$ cat src/rtl/sr_cmd_conditioner_if.sv
// sr_cmd_conditioner_if: raw request lines in, conditioned SR command, conflict flag and conflict count out.
interface sr_cmd_conditioner_if #(parameter int CNT_W = 8);
  logic             s_raw;
  logic             r_raw;
  logic [1:0]       sr;
  logic             conflict;
  logic [CNT_W-1:0] conflict_cnt;
  modport master (output s_raw, r_raw, input sr, conflict, conflict_cnt);
  modport slave  (input s_raw, r_raw, output sr, conflict, conflict_cnt);
endinterface

$ cat src/rtl/sr_cmd_conditioner.sv
// sr_cmd_conditioner: synchronise, debounce and arbitrate raw set/reset requests into a legal SR command.
// Define SR_CMD_PULSE_EN for one-shot SET/RST commands; otherwise sr follows the stable request level.
module sr_cmd_conditioner #(
  parameter int DEBOUNCE_CYCLES = 4,
  parameter int CNT_W = 8
) (
  input logic clk,
  input logic rst,
  sr_cmd_conditioner_if.slave cmd
);
  typedef enum logic [2:0] {IDLE, SET, RST, CONF, HSET, HRST} state_t;
  state_t           state_q, state_d;
  logic [1:0]       s_sync_q, r_sync_q;
  logic [1:0]       sy;
  logic [1:0]       st_q, st_d;
  logic [1:0][7:0]  cnt_q, cnt_d;
  logic [1:0]       sr_q, sr_d;
  logic             conf_q;
  logic [CNT_W-1:0] ccnt_q;
  assign sy = {s_sync_q[1], r_sync_q[1]};
  always_comb begin
    st_d  = st_q;
    cnt_d = '0;
    for (int i = 0; i < 2; i++) begin
      st_d[i]  = (sy[i] != st_q[i] && cnt_q[i] == 8'(DEBOUNCE_CYCLES - 1)) ? sy[i] : st_q[i];
      cnt_d[i] = (sy[i] != st_q[i] && cnt_q[i] != 8'(DEBOUNCE_CYCLES - 1)) ? cnt_q[i] + 8'd1 : 8'd0;
    end
  end
  // CONFLICT is a lockout: only a full release (00) leaves it
  always_comb begin
    state_d = state_q;
    if (st_q == 2'b11) state_d = CONF;
    else if (st_q == 2'b00) state_d = IDLE;
    else if (state_q != CONF) begin
`ifdef SR_CMD_PULSE_EN
      if (st_q[1]) state_d = (state_q == SET || state_q == HSET) ? HSET : SET;
      else state_d = (state_q == RST || state_q == HRST) ? HRST : RST;
`else
      state_d = st_q[1] ? SET : RST;
`endif
    end
  end
  assign sr_d = (state_d == SET) ? 2'b10 : (state_d == RST) ? 2'b01 : 2'b00;
  always_ff @(posedge clk or posedge rst) begin
    if (rst) begin
      s_sync_q <= '0;
      r_sync_q <= '0;
      st_q     <= '0;
      cnt_q    <= '0;
      state_q  <= IDLE;
      sr_q     <= 2'b00;
      conf_q   <= 1'b0;
      ccnt_q   <= '0;
    end else begin
      s_sync_q <= {s_sync_q[0], cmd.s_raw};
      r_sync_q <= {r_sync_q[0], cmd.r_raw};
      st_q     <= st_d;
      cnt_q    <= cnt_d;
      state_q  <= state_d;
      sr_q     <= sr_d;
      conf_q   <= (state_d == CONF);
      if (state_d == CONF && state_q != CONF && !(&ccnt_q)) ccnt_q <= ccnt_q + 1'b1;
    end
  end
  assign cmd.sr           = sr_q;
  assign cmd.conflict     = conf_q;
  assign cmd.conflict_cnt = ccnt_q;
endmodule

$ cat src/flat_wrapper.sv
// flat-port wrapper written by rule: the top's interface ports become plain ports
module sr_cmd_conditioner_flat 
#(
  parameter int DEBOUNCE_CYCLES = 4,
  parameter int CNT_W = 8
)
  (clk, rst, cmd_s_raw, cmd_r_raw, cmd_sr, cmd_conflict, cmd_conflict_cnt);
  sr_cmd_conditioner_if #(.CNT_W(CNT_W)) cmd_i ();
  input logic clk;
  input logic rst;
  input wire logic [$bits(cmd_i.s_raw)-1:0] cmd_s_raw;
  input wire logic [$bits(cmd_i.r_raw)-1:0] cmd_r_raw;
  output wire logic [$bits(cmd_i.sr)-1:0] cmd_sr;
  output wire logic [$bits(cmd_i.conflict)-1:0] cmd_conflict;
  output wire logic [$bits(cmd_i.conflict_cnt)-1:0] cmd_conflict_cnt;
  assign cmd_i.s_raw = cmd_s_raw;
  assign cmd_i.r_raw = cmd_r_raw;
  assign cmd_sr = cmd_i.sr;
  assign cmd_conflict = cmd_i.conflict;
  assign cmd_conflict_cnt = cmd_i.conflict_cnt;
  sr_cmd_conditioner #(.DEBOUNCE_CYCLES(DEBOUNCE_CYCLES), .CNT_W(CNT_W)) u_core (.clk(clk), .rst(rst), .cmd(cmd_i));
endmodule
$ cat config.mk
export PLATFORM = sky130hd
export DESIGN_NAME = sr_cmd_conditioner_flat
export DESIGN_NICKNAME = d
export VERILOG_FILES = /design/src/rtl/sr_cmd_conditioner_if.sv /design/src/rtl/sr_cmd_conditioner.sv /design/src/flat_wrapper.sv
export SDC_FILE = /design/constraint.sdc
export NUM_CORES = 1
export LEC_CHECK = 0
export CAP_MARGIN = 10
export CELL_PAD_IN_SITES_DETAIL_PLACEMENT = 2
export CELL_PAD_IN_SITES_GLOBAL_PLACEMENT = 2
export CORE_ASPECT_RATIO = 1.2
export CORE_MARGIN = 2
export CORE_UTILIZATION = 40
export DETAILED_ROUTE_END_ITERATION = 7
export PLACE_DENSITY = 0.89
export SLEW_MARGIN = 20
export SYNTH_ARGS = -nofsm -noshare
export SYNTH_HDL_FRONTEND = slang
export SYNTH_SLANG_ARGS = --single-unit
export TNS_END_PERCENT = 10
$ cat constraint.sdc
create_clock -name clk -period 4.4 [get_ports clk]
set_input_delay 0.44 -clock clk [delete_from_list [all_inputs] [get_ports clk]]
set_output_delay 0.44 -clock clk [all_outputs]
set_load 0.01 [all_outputs]
==> reports/metrics.cfg, run 1 <==
[status]
status = finished, final reports clean

[worst_setup_path]
cp_data_required_time_ns = 3.96
path_buf_inv = 1
worstSetupEndpoint = cmd_conflict_cnt[6]
slowest_delay_ns = 0.58
cp_slowest_cell = clkdlybuf4s50_1
critPathCaptureType = output port
path_depth = 1
cp-start-kind = register
crit_type = reg2out
worstPathCellList = clkdlybuf4s50_1
r2r_start = u_core.state_q[1]$_DFF_PP0_
r2r-end = u_core.cmd.conflict_cnt[6]$_DFFE_PP0P_
cp_top_family = buffers and inverters
crit_fanout = 6
arrival_ns = 1.32
reg2reg_slack_ns = 2.69
r2r_cells = 4
startpoint = u_core.cmd.conflict_cnt[6]$_DFFE_PP0P_

[placed_design]
gp_congestion = 0.736
dpl_cell_area_um2 = 1740
hpwl_um = 2480
io_buffers = 14

[global_routing]
grt_pass1_vias = 1175
antenna_found_initial = 0
grt_pass1_wl_um = 5880
grt-ovfl-total = 0
grt_use_met1_pct = 22.7
busiest_layer = met2
met2_usage_pct = 31.9
groute.usage.overall_pct = 19.2
grt_max_degree = 37
globalRouteMet3Util_pct = 5.35

[yosys]
async_flop_share_pct = 100
syn_area_um2 = 1540
synth-main-ff-cell = dfrtp_1
synth_top_area_share_pct = 58.4
syn_area_per_cell_um2 = 11.5
yosysWarnings = 0
ys_seq_elements = 36
syn-num-nets = 141
synth_top_area_cell = dfrtp_1
synth.area.top_cells = dfrtp_1 58%, xor2_1 7.4%, nor2_1 4.1%
ys_seq_area_share_pct = 58.4
yosysUniqueCellTypes = 30
synth_edf_count = 0
syn-instance-count = 134

[clock_tree]
htreeDepth = 2
clk_pin_slew_worst_paths_ns = 0.07
numCtsBuffers = 5
postCtsSetupBuffers = 0
clk_latency_ns = 0.29
clock_path_buffers = 2
hold_buffers = 0
clkSinkCount = 36
ctsResizeCount = 0
root_buffer = clkbuf_8
cts_tree = built

[sta]
grt_setup_unrepaired = no
setup_tns_ns = 0
finClkSkew_ns = 0.00578
hold_viol = 0
max_freq_ghz = 0.567
setup_viol = 0
final-max-slew-violation-count = 0
post-route-min-period_ns = 1.76
fin_crit_sh_pct = 40.1

[routing]
drtPass1Iterations = 4
antenna_left = 0
remaining_drc_errors = 0
wl_um = 3440
routed_via_density = 5.08
wl_per_cell_um = 16.6
vias = 1051
initialDrtViolationCount = 25

[floorplan]
io_pins = 15
die-area_um2 = 4370
start_util_pct = 42.1
die_h_um = 72.0
die-width_um = 60.7
num_rows = 24
coreArea_um2 = 3660

[final_layout]
seq_area_um2 = 901
fin_area_um2 = 1830
antenna_cells = 0
syn2layout_area_growth_pct = 19.0
nNetsFinal = 161
fill_cells = 384
drive_gt1_share_pct = 9.03
multi_input_area_um2 = 619

[worst_hold_path]
hold_path.class = reg2reg
min_from = u_core.r_sync_q[0]$_DFF_PP0_
hold_depth = 0

[power_and_ir_drop]
powerDensity_nw_per_um2 = 537
peakVddDrop_v = 0.000322
p_leak_nw = 0.848

[job]
maxCapViolCount = 0

[registers in the layout (all words and copies together) (netlist names)]
| name | count |
|---|---|
| u_core.cnt_q | 16 |
| u_core.cmd.conflict | 1 |
| u_core.st_q | 2 |
| u_core.cmd.sr | 2 |
| u_core.s_sync_q | 2 |
| u_core.cmd.conflict_cnt | 8 |
| u_core.state_q | 3 |
| u_core.r_sync_q | 2 |
[layer usage]
metal | wire length, um | vias to the layer above | share of wire, %
li1 | - | 490 | -
met1 | 1420 | 534 | 41
met2 | 1830 | 19 | 53
met3 | 113 | 8 | 3.3
met4 | 74 | 0 | 2.1
met5 | 0 | - | 0
[worst min path at each step]
stage                                         to
floorplan           u_core.r_sync_q[1]$_DFF_PP0_
global placement    u_core.r_sync_q[1]$_DFF_PP0_
detailed placement  u_core.r_sync_q[1]$_DFF_PP0_
CTS                 u_core.r_sync_q[1]$_DFF_PP0_
global route        u_core.r_sync_q[1]$_DFF_PP0_
finish              u_core.r_sync_q[1]$_DFF_PP0_
[power by group]
group          leakage [nW]  internal (mW)  switching [mW]  total [mW]
clock                0.0455          0.128           0.113       0.240
combinational         0.334          0.138           0.132       0.270
sequential            0.469          0.401          0.0746       0.475
[synth_stat cells, drive strengths merged (2+ instances only)]
library cell / instances
and3: 6
nand2: 7
buf: 2
nand3: 12
nor2: 17
a21o: 2
nand2b: 3
mux2: 6
nor3b: 2
xnor2: 4
and2: 2
xor2: 13
ha: 3
nor3: 4
dfrtp: 36
inv: 3
[metrics by stage]
step | setup slack [ns] | util (%) | hold slack [ns] | total power [mW] | std cells
floorplan | 2.80 | - | 0.331 | 0.627 | 134
global placement | 2.82 | 47.6 | 0.337 | 0.726 | 199
detailed placement | 2.71 | 47.6 | 0.338 | 0.758 | 199
CTS | 2.61 | 50.1 | 0.353 | 1.01 | 207
global route | 2.57 | 50.1 | 0.365 | 1.06 | 207
finish | 2.64 | 50.1 | 0.352 | 0.986 | 207
[logic make-up after synthesis]
logic type / share of synthesized area (%)
buffers and inverters: 1.38
XOR/XNOR: 9.66
AO/OA/AOI/OAI: 2.35
AND/OR/NAND/NOR: 20.5
adder cells (fa/ha/maj): 2.44
flip-flops: 58.4
multiplexers: 5.03
other: 0.243
[cells in the final DEF, fill, tap and decap left out, types with 3 or more instances in the layout]
cell type,n
nor2_1,17
nand2b_1,3
nand3_1,12
and3_1,6
clkbuf_8,6
clkdlybuf4s50_1,14
inv_1,3
nand2_1,7
ha_1,3
xor2_1,13
xnor2_1,4
dfrtp_1,36
nor3_1,3
mux2_2,5
[layout make-up]
class | instances | share of cell area (%)
flip-flops and latches | 36 | 49.1
inverters | 3 | 0.614
repair buffers | 15 | 8.05
well taps | 52 | 3.55
multi-input cells | 93 | 33.8
clock buffers | 8 | 4.91
Power figures use the tool's default switching activity.
==> run 2, diff against run 1 <==
Settings changed: CORE_UTILIZATION 40 to 37, PLACE_DENSITY 0.89 to 0.84.
Clock period 4.4 ns to 1.7 ns, I/O delays scaled along.
==> run 2 against run 1 <==
Non-clock buffer count grew 5. Power grew to 2.7 times the previous value. Flip-flop and latch count is the same. Largest cell class unchanged. Largest power group unchanged. Clock power increased to 2.6 times the previous value. Die area rose by 7.6%. Count of clock-buffer cells in the layout stayed put. Highest routed layer unchanged. Critical path type is now reg2reg.
==> reports/metrics.cfg, run 2 (synthesis gave the netlist of run 1 again) <==
[status]
status = finished, final reports clean

[worst_setup_path]
r2r_start = u_core.cmd.conflict_cnt[0]$_DFFE_PP0P_
crit_fanout = 5  ; -1
cp-start-kind = register
cp_data_required_time_ns = 1.88  ; -2.08 ns
r2r-end = u_core.cmd.conflict_cnt[4]$_DFFE_PP0P_
arrival_ns = 1.78  ; +0.46 ns
critPathCaptureType = register
reg2reg_slack_ns = 0.1  ; -2.59 ns
r2r_cells = 4  ; unchanged
crit_type = reg2reg

[floorplan]
die-width_um = 62.9  ; +3.7%
io_pins = 15  ; unchanged
die-area_um2 = 4700  ; +7.6%
start_util_pct = 38.8  ; -3.3 points
coreArea_um2 = 3970  ; +8.4%
die_h_um = 74.7  ; +3.7%
num_rows = 25  ; +4.2%

[placed_design]
dpl_cell_area_um2 = 1780  ; +2.3%
gp_congestion = 0.767  ; +4.2%
hpwl_um = 2500  ; +0.98%
io_buffers = 14  ; unchanged

[sta]
setup_viol = 0  ; unchanged
max_freq_ghz = 0.623
grt_setup_unrepaired = no
final-max-slew-violation-count = 0  ; unchanged
fin_crit_sh_pct = 94.4
post-route-min-period_ns = 1.60
hold_viol = 0  ; unchanged
finClkSkew_ns = 0.00274  ; -0.00304 ns

[final_layout]
nNetsFinal = 166  ; +3.1%
drive_gt1_share_pct = 14.4  ; +5.3 points
final_cell_mix = 34 x dfrtp_1, 17 x nor2_1, 14 x clkdlybuf4s50_1
top_register = u_core.cnt_q
fin_area_um2 = 1880  ; +2.7%
antenna_cells = 0  ; unchanged
largest_reg_flops = 16  ; unchanged
final_common_cell = dfrtp_1
syn2layout_area_growth_pct = 22.2
fill_cells = 414  ; +7.8%

[clock_tree]
clk_pin_slew_worst_paths_ns = 0.07  ; about the same
root_buffer = clkbuf_8
clock_path_buffers = 2  ; unchanged
clk_latency_ns = 0.29  ; about the same
cts_tree = built
clkSinkCount = 36  ; unchanged
htreeDepth = 2  ; unchanged
numCtsBuffers = 5  ; unchanged
postCtsSetupBuffers = 0  ; unchanged

[routing]
wl_per_cell_um = 16.6  ; about the same
routed_via_density = 5.07  ; -0.23%
drtPass1Iterations = 4  ; unchanged
antenna_left = 0  ; unchanged
initialDrtViolationCount = 26  ; +4.0%
remaining_drc_errors = 0  ; unchanged
wl_um = 3560  ; +3.5%
vias = 1084  ; +3.1%

[job]
maxCapViolCount = 0  ; unchanged

[power_and_ir_drop]
peakVddDrop_v = 0.000664  ; +110%
finalPower_mw = 2.64  ; +170%
powerDensity_nw_per_um2 = 1400  ; +160%
p_leak_nw = 0.870  ; +2.6%

[global_routing]
grt_pass1_wl_um = 6070  ; +3.3%
antenna_found_initial = 0  ; unchanged
grt_max_degree = 37  ; unchanged
grt-ovfl-total = 0  ; unchanged
grt_pass1_vias = 1211  ; +3.1%
groute.usage.overall_pct = 17.5  ; -1.7 points

[worst_hold_path]
hold_path.class = in2async

-- run 2: layer usage --
metal  share of wire (%)  routed length, um  GRT usage [%]  vias to the layer above
met5                   0                  0              0                        -
met4                 3.1                110           10.6                        0
met3                 3.7                132           4.19                       10
met2                  51               1830           30.4                       23
met1                  42               1490           19.8                      551
li1                    -                  -              -                      500
-- run 2: cell type report --
class	count	area [um2]	area share (%)
flip-flops and latches	36	903	47.9
multi-input cells	93	627	33.3
clock buffers	8	90.1	4.78
inverters	3	11.3	0.598
well taps	54	67.6	3.59
repair buffers	20	185	9.83
-- run 2: how the worst max path moves through the flow --
stage / slack (ns) / from / depth (start not counted) / to
global route: 0.01 / u_core.cmd.conflict_cnt[0]$_DFFE_PP0P_ / 4 / u_core.cmd.conflict_cnt[4]$_DFFE_PP0P_
floorplan: 0.10 / u_core.state_q[0]$_DFF_PP0_ / 5 / u_core.cmd.conflict_cnt[6]$_DFFE_PP0P_
detailed placement: -0.002 / u_core.cmd.conflict_cnt[0]$_DFFE_PP0P_ / 5 / u_core.cmd.conflict_cnt[5]$_DFFE_PP0P_
finish: 0.1 / u_core.cmd.conflict_cnt[0]$_DFFE_PP0P_ / 4 / u_core.cmd.conflict_cnt[4]$_DFFE_PP0P_
global placement: 0.14 / u_core.cmd.conflict_cnt[0]$_DFFE_PP0P_ / 5 / u_core.cmd.conflict_cnt[5]$_DFFE_PP0P_
CTS: 0.02 / u_core.cmd.conflict_cnt[1]$_DFFE_PP0P_ / 4 / u_core.cmd.conflict_cnt[4]$_DFFE_PP0P_
-- run 2: power by group --
group	total [mW]	leakage (nW)	switching, mW	internal (mW)
registers	1.20	0.467	0.159	1.04
logic	0.808	0.357	0.397	0.411
clock network	0.626	0.0455	0.296	0.330
total	2.64	0.870	0.852	1.78
-- run 2: worst max-delay path: stages, from the launching register on --
cell     delay (ns)
dfrtp_2        0.42
ha_2           0.20
or3b_4         0.41
nor2_1         0.13
mux2_2         0.34
-- run 2: stage by stage --
stage / setup slack [ns] / TNS [ns] / util [%] / instances / hold slack, ns
floorplan: 0.104 / 0 / - / 134 / 0.201
global placement: 0.139 / 0 / 44.9 / 206 / 0.339
detailed placement: -0.00172 / -0.00172 / 44.9 / 206 / 0.344
CTS: 0.0235 / 0 / 47.3 / 214 / 0.310
global route: 0.0125 / 0 / 47.4 / 214 / 0.329
finish: 0.0953 / 0 / 47.4 / 214 / 0.295
-- run 2: what timing repair did --
action,4_1_cts,5_1_grt
pin swaps,0,1
hold buffers,0,0
setup endpoints to repair,1,5
gates resized for setup,1,3
endpoints found under the hold margin,0,0
gates cloned,0,0
==> run 3, diff against run 2 <==
Settings changed: CORE_UTILIZATION 37 to 41, DONT_BUFFER_PORTS from default to 1.
==> run 3 against run 2 <==
First-iteration DRC count down 23%. Die area decreased by 9.2%. Register-to-register slack barely moved. Fmax fell by 0.14%. Clock power fell by 1%. Final cell count fell by 3.7%. Power decreased by 3.9%. Critical path depth unchanged. Flip-flop and latch count did not move. Global-route usage grew 1.9 points. Critical endpoint unchanged. Largest power group unchanged.
==> reports/metrics.cfg, run 3 (synthesis gave the netlist of run 1 again) <==
[floorplan]
start_util_pct = 42.4  ; +3.6 points
die-width_um = 60.0  ; -4.7%
num_rows = 24  ; -4.0%
die_h_um = 71.2  ; -4.7%
coreArea_um2 = 3630  ; -8.5%
io_pins = 15  ; unchanged
die-area_um2 = 4270  ; -9.2%

[placed_design]
gp_congestion = 0.777  ; +1.3%
place_ws_ns = 0.0877  ; +0.0894 ns
io_buffers = 0  ; -14
dpl_cell_area_um2 = 1680  ; -5.9%
hpwl_um = 2510  ; +0.30%

[worst_setup_path]
cp_slowest_cell = or3b_4
arrival_ns = 1.78  ; about the same
r2r_start = u_core.state_q[0]$_DFF_PP0_
cp-start-kind = register
path_buf_inv = 0  ; unchanged
worstPathCellList = and3b_1, or3b_4, nor2_1, mux2_2
reg2reg_slack_ns = 0.09  ; about the same
slowest_delay_ns = 0.42  ; about the same
critPathCaptureType = register
crit_type = reg2reg
cp_data_required_time_ns = 1.87  ; about the same
cp_top_family = simple AND/OR/NAND/NOR gates
r2r_cells = 4  ; unchanged
crit_fanout = 3  ; -2
r2r-end = u_core.cmd.conflict_cnt[4]$_DFFE_PP0P_

[final_layout]
syn2layout_area_growth_pct = 17.3
drive_gt1_share_pct = 18.2  ; +3.8 points
final_cell_mix = 35 x dfrtp_1, 17 x nor2_1, 13 x xor2_1
final_common_cell = dfrtp_1
top_register = u_core.cnt_q
largest_reg_flops = 16  ; unchanged
fin_area_um2 = 1810  ; -4.1%
nNetsFinal = 160  ; -3.6%
antenna_cells = 0  ; unchanged

[worst_hold_path]
hold_path.class = reg2reg
whs_endpoint = u_core.s_sync_q[1]$_DFF_PP0_
hold_depth = 0
min_from = u_core.s_sync_q[0]$_DFF_PP0_

[global_routing]
grt_pass1_vias = 1201  ; -0.83%
grt_pass1_wl_um = 5970  ; -1.7%
grt-ovfl-total = 0  ; unchanged
antenna_found_initial = 0  ; unchanged
groute.usage.overall_pct = 19.4  ; +1.9 points
grt_max_degree = 37  ; unchanged

[clock_tree]
clkSinkCount = 36  ; unchanged
clk_latency_ns = 0.28  ; about the same
clock_path_buffers = 2  ; unchanged
cts_tree = built
htreeDepth = 2  ; unchanged
root_buffer = clkbuf_8
clk_pin_slew_worst_paths_ns = 0.07  ; about the same
numCtsBuffers = 5  ; unchanged

[routing]
drtPass1Iterations = 2  ; -2
routed_via_density = 5.09  ; +0.43%
route.met3.wl_um = 99  ; -25%
wl_um = 3480  ; -2.4%
remaining_drc_errors = 0  ; unchanged
vias = 1048  ; -3.3%
antenna_left = 0  ; unchanged
met1_length_um = 1390  ; -6.8%
initialDrtViolationCount = 20  ; -23%
wl_per_cell_um = 16.9  ; +1.4%
wl_met2_um = 1940  ; +6.3%
highest_layer = met4

[sta]
worst_slack_ns = 0.0931  ; -0.00228 ns
hold_viol = 0  ; unchanged
finClkSkew_ns = 0.00253  ; -0.000207 ns
max_freq_ghz = 0.622  ; -0.14%
fin_crit_sh_pct = 94.5  ; +0.13 points
final-max-slew-violation-count = 0  ; unchanged
post-route-min-period_ns = 1.61  ; +0.00228 ns
setup_viol = 0  ; unchanged

[power_and_ir_drop]
peakVddDrop_v = 0.000727  ; +9.4%
p_leak_nw = 0.865  ; -0.56%
powerDensity_nw_per_um2 = 1400  ; +0.15%

[status]
status = finished, final reports clean

[job]
maxCapViolCount = 0  ; unchanged

## run 3: changes by cell type in the layout (fill, tap and decap cells not counted), sizes merged
cell           before  now
clkdlybuf4s50      14    0
clkbuf              8    6
dlygate4sd3         0    3
clkinv              0    2
buf                 6   11
## run 3: final cells by class
| class | instances | area [um2] |
|---|---|---|
| Inverter | 3 | 11.3 |
| Tap cell | 52 | 65.1 |
| Timing Repair Buffer | 14 | 113 |
| Multi-Input combinational cell | 93 | 624 |
| Sequential cell | 36 | 902 |
| Fill cell | 377 | 1830 |
| Clock buffer | 6 | 82.6 |
| Clock inverter | 2 | 10.0 |
## run 3: routing by layer
metal	global-route usage (%)	vias to the layer above
met5	0	-
met4	5.93	0
met3	6.03	7
met2	33.3	12
met1	22.5	545
li1	-	484
## run 3: repair_timing
item / CTS / global route
endpoints found under the hold margin: 38 / 0
endpoints found under the setup margin: 0 / 2
setup buffers: 0 / 0
resized for setup: 0 / 2
hold buffers: 3 / 0
## run 3: power breakdown
part	internal, mW	switching, mW
registers	1.04	0.167
logic	0.321	0.386
clock network	0.323	0.295
total	1.69	0.848
## run 3: worst max path at each step
stage                                             end  slack (ns)  cells past startpoint                         from
5_1_grt        u_core.cmd.conflict_cnt[4]$_DFFE_PP0P_      -0.009                      4  u_core.state_q[0]$_DFF_PP0_
4_1_cts        u_core.cmd.conflict_cnt[4]$_DFFE_PP0P_        0.05                      4   u_core.st_q[0]$_DFFE_PP0P_
6_report       u_core.cmd.conflict_cnt[4]$_DFFE_PP0P_        0.09                      4  u_core.state_q[0]$_DFF_PP0_
2_1_floorplan  u_core.cmd.conflict_cnt[6]$_DFFE_PP0P_        0.10                      5  u_core.state_q[0]$_DFF_PP0_
3_3_place_gp   u_core.cmd.conflict_cnt[6]$_DFFE_PP0P_        0.13                      4   u_core.st_q[0]$_DFFE_PP0P_
3_5_place_dp   u_core.cmd.conflict_cnt[6]$_DFFE_PP0P_        0.09                      4   u_core.st_q[0]$_DFFE_PP0P_
## run 3: metrics by stage
stage,total power [mW],setup TNS [ns],util (%),hold WS [ns],cells
after floorplan,1.62,0,-,0.201,134
after global placement,1.84,0,46.2,0.183,195
after detailed placement,1.92,0,46.2,0.196,195
after CTS,2.57,0,49.6,0.365,206
after global routing,2.70,-0.00865,49.8,0.366,206
final,2.53,0,49.8,0.364,206
